### config.mk
export PLATFORM = sky130hd
export DESIGN_NAME = barrel_8bit_norm_seq
export DESIGN_NICKNAME = d
export VERILOG_FILES = /design/src/rtl/barrel_8bit_norm_seq_pkg.sv /design/src/rtl/barrel_8bit_norm_seq.sv
export SDC_FILE = /design/constraint.sdc
export NUM_CORES = 1
export LEC_CHECK = 0
export BUFFER_PORTS_ARGS = -buffer_cell sky130_fd_sc_hd__buf_4
export CORE_MARGIN = 1
export CORE_UTILIZATION = 35
export CTS_BUF_LIST = sky130_fd_sc_hd__clkbuf_8
export DETAILED_ROUTE_END_ITERATION = 10
export SYNTH_ARGS = -nofsm -noshare
export SYNTH_HDL_FRONTEND = slang
export SYNTH_SLANG_ARGS = --single-unit
### constraint.sdc
create_clock -name clk -period 3.1 [get_ports clk]
set_input_delay 0.465 -clock clk [delete_from_list [all_inputs] [get_ports clk]]
set_output_delay 0.465 -clock clk [all_outputs]
set_load 0.01 [all_outputs]
### src/rtl/barrel_8bit_norm_seq_pkg.sv
// barrel_8bit_norm_seq_pkg: state encoding and default sizes for the sequential normalizer
package barrel_8bit_norm_seq_pkg;
    localparam int DEF_WIDTH = 8;
    localparam int DEF_CNT_W = 3;
    typedef enum logic [1:0] {
        IDLE  = 2'd0,
        SHIFT = 2'd1,
        DONE  = 2'd2
    } state_t;
endpackage

### src/rtl/barrel_8bit_norm_seq.sv
// barrel_8bit_norm_seq: shifts a word one bit per cycle toward the chosen end until its lead bit is set
module barrel_8bit_norm_seq
    import barrel_8bit_norm_seq_pkg::*;
#(
    parameter int WIDTH = DEF_WIDTH,
    parameter int CNT_W = DEF_CNT_W
) (
    input  logic             clk,
    input  logic             rst,
    input  logic [WIDTH-1:0] In,
    input  logic             Lr,
    input  logic             in_valid,
    output logic             in_ready,
    output logic [WIDTH-1:0] Out,
    output logic [CNT_W-1:0] n,
    output logic             zero,
    output logic             out_valid,
    input  logic             out_ready
);
    state_t state_q, state_d;
    logic [WIDTH-1:0] work_q, work_d, out_q, out_d;
    logic [CNT_W-1:0] cnt_q, cnt_d, n_q, n_d;
    logic lr_q, lr_d, zero_q, zero_d, valid_q, valid_d, lead;
    always_comb begin
        lead    = lr_q ? work_q[WIDTH-1] : work_q[0];
        state_d = state_q;
        work_d  = work_q;
        cnt_d   = cnt_q;
        lr_d    = lr_q;
        out_d   = out_q;
        n_d     = n_q;
        zero_d  = zero_q;
        valid_d = valid_q;
        case (state_q)
            IDLE: if (in_valid) begin
                work_d  = In;
                lr_d    = Lr;
                cnt_d   = '0;
                state_d = SHIFT;
            end
            SHIFT: if (work_q == '0) begin
                out_d   = '0;
                n_d     = '0;
                zero_d  = 1'b1;
                valid_d = 1'b1;
                state_d = DONE;
            end else if (lead) begin
                out_d   = work_q;
                n_d     = cnt_q;
                zero_d  = 1'b0;
                valid_d = 1'b1;
                state_d = DONE;
            end else begin
                work_d = lr_q ? work_q << 1 : work_q >> 1;
                cnt_d  = cnt_q + CNT_W'(1);
            end
            DONE: if (out_ready) begin
                valid_d = 1'b0;
                state_d = IDLE;
            end
            default: begin
                valid_d = 1'b0;
                state_d = IDLE;
            end
        endcase
    end
    always_ff @(posedge clk) begin
        if (rst) begin
            state_q <= IDLE;
            work_q  <= '0;
            cnt_q   <= '0;
            lr_q    <= 1'b0;
            out_q   <= '0;
            n_q     <= '0;
            zero_q  <= 1'b0;
            valid_q <= 1'b0;
        end else begin
            state_q <= state_d;
            work_q  <= work_d;
            cnt_q   <= cnt_d;
            lr_q    <= lr_d;
            out_q   <= out_d;
            n_q     <= n_d;
            zero_q  <= zero_d;
            valid_q <= valid_d;
        end
    end
    assign in_ready  = (state_q == IDLE);
    assign Out       = out_q;
    assign n         = n_q;
    assign zero      = zero_q;
    assign out_valid = valid_q;
endmodule

==> flow_summary.toml <==
[clocking]
postCtsSetupRepairBufs = 0
clock_tree.root_cell = "clkbuf_8"
cts_tree = "yes"
hold_buffers = 0
cts_buffers = 3
clkLatencyLatePin_ps = 270
post_cts_resized = 0
cts_sinks = 27
h-tree-depth = 1
cts.path.max_buffers = 2
clkTransAtPathRegs_ps = 90

[floorplanning]
die_h_um = 61.7
start_util_pct = 37.1
num_rows = 21
die_w_um = 61.7
core_area_um2 = 3360
dieArea_um2 = 3810
ios = 27

[power_and_ir_drop]
p_sw_uw = 346
p_leak_uw = 0.000597
power_density_nw_per_um2 = 637
p_int_uw = 614
clockPowerShare_pct = 20.9
power_frac_comb_pct = 33.5
ir_drop_mv = 0.244
seqPwrFrac_pct = 45.7
switching_share_pct = 36.0

[yosys]
yosysTopAreaCell = "dfxtp_1"
ys_ff_latch = 27
syn_inst = 138
ys_top_cells_by_area = "dfxtp_1 (43%), mux2i_1 (11%), nand2_1 (6.3%)"
synth-edff-count = 0
synth_top_area_share_pct = 43.3
syn_area_um2 = 1250
synth_cell_type_count = 31
synth-async-reset-ratio_pct = 0
seq_area_frac_synth_pct = 43.3
avgSynthCellArea_um2 = 9.04
synth_nets = 152
ys.flop_type = "dfxtp_1"
synth-warning-count = 0

[worst_setup_path]
criticalPathCategory = "reg -> reg"
crit_cells = 4
startpoint = "lr_q"
cp.required_ps = 3270
cp_cell_sequence = "mux2_4 -> a211o_1 -> and2_1 -> a32o_1"
worstPathArrival_ps = 2290
crit_family = "compound AO/OA/AOI/OAI gates"
critPathBufInv = 0
max_stage_delay_ps = 630
r2r_cells = 4
critical_path.max_fanout = 11
regToRegSetupSlack_ps = 980
startpoint_type = "flip-flop"
cp-end-kind = "flip-flop"
cp_slowest_cell = "dfxtp_1"
rr_startpoint = "lr_q"
worstSetupEndpoint = "cnt_q[0]"
reg2reg_to = "cnt_q[0]"

[timing]
timing.final.crit_share_pct = 68.5
skew_ps = 2.26
final_hold_viol_count = 0
drv_slew = 0
min_period_ps = 2120
tns_ps = 0
hold_ws_ps = 454
rsz0062_at_grt = "false"
setup_violations = 0
worst_pin_slew_ps = 733
timing.slew.headroom_pct = 50.8
fmax_mhz = 471

[global_route]
gr-total-overflow = 0
grt_usage_pct = 17.5
antenna_found_initial = 0
grt_pass1_wl_mm = 4.76
grt_pass1_vias = 1010
grt_max_degree = 28

[detailed_routing]
wire_per_inst_um = 13.8
remaining_drc_errors = 0
detail-route-antenna-nets = 0
drtPass1Iterations = 4
routed_wl_mm = 2.84
drt-initial-drc-count = 42
viasPerCell = 5.25
vias = 1081

[place]
gp_congestion = 0.772
port_buffers = 26
placed_cells = 202
hpwl_mm = 1.96

[job]
maxCapViolCount = 0

[worst_hold_path]
hold_path_class = "in -> reg"

[cells_and_area]
multi_input_area_um2 = 648
antenna_cells = 0
syn_to_final_growth_pct = 20.8
seqCellArea_um2 = 541
fin_nets = 175
drive_gt1_share_pct = 26.3
fin_util_pct = 44.8
layout.cells.non_filler = 206
fillers = 350

[outcome]
status = "finished clean"
## through the flow
step           power, µW  area [µm²]  setup slack [ps]
2_1_floorplan        673        1250              1450
3_3_place_gp         763        1460              1070
3_5_place_dp         768        1460              1000
4_1_cts              966        1510               967
5_1_grt             1030        1510               866
6_report             960        1510               978
## registers in the layout, summed over array words and instances, names as in the netlist
register,flops
Out,8
work_q,8
cnt_q,3
n,3
state_q,2
lr_q,1
out_valid,1
zero,1
## power by group through the flow
stage	registers (µW)	clock network (µW)	logic, µW
after floorplan	434	0	239
after global placement	443	0	320
after detailed placement	446	0	322
after CTS	438	205	324
after global routing	446	223	360
final	438	200	322
## logic make-up after synthesis
family	Yosys count	synth area share [%]
DFF	27	43.3
adders and majority gates	1	1.00
buffers and inverters	11	4.71
muxes	16	13.3
and+or+nand+nor	51	19.8
AOI/OAI and AO/OA	32	17.9
## per-layer routing
layer	vias to the layer above	GRT usage (%)	share of wire [%]
li1	546	-	-
met1	510	24.1	49
met2	21	27.8	46
met3	4	2.48	3.4
met4	0	6.67	1.4
met5	-	0	0
## cell usage after synthesis (3+ instances only)
library cell	n
nand2_1	21
o211ai_1	6
nor3_1	9
o21ai_0	5
dfxtp_1	27
a31o_2	8
nand3_1	5
a21oi_1	7
clkbuf_1	6
nor2_1	3
nand4_1	3
mux2i_1	14
## final cells by class
cell class              instances  area share [%]
inverters                       1           0.249
clock buffers                   3            2.74
well taps                      46            3.82
flip-flops and latches         27            35.9
repair buffers                 28            14.0
multi-input cells             100            43.0
clock inverters                 1           0.332
## worst min-delay path by stage
| stage | start | to | slack (ps) | cells past startpoint |
|---|---|---|---|---|
| 3_5_place_dp | out_valid | out_valid | 450 | 2 |
| 6_report | rst | n[2] | 450 | 2 |
| 5_1_grt | rst | lr_q | 450 | 2 |
| 3_3_place_gp | out_valid | out_valid | 450 | 2 |
| 4_1_cts | rst | lr_q | 450 | 2 |
| 2_1_floorplan | cnt_q[1] | n[1] | 470 | 2 |
## cell usage in the layout (no fill, tap or decap), types with 3 or more instances in the layout
cell type / n
buf_4: 28
dfxtp_1: 27
nand2_1: 21
mux2i_1: 14
nor3_1: 9
a31o_2: 8
a21oi_1: 7
o211ai_1: 6
nand3_1: 5
o21ai_0: 5
nor2_1: 3
nand4_1: 3
clkbuf_8: 3
No activity file was read; power rests on OpenSTA's default activity.
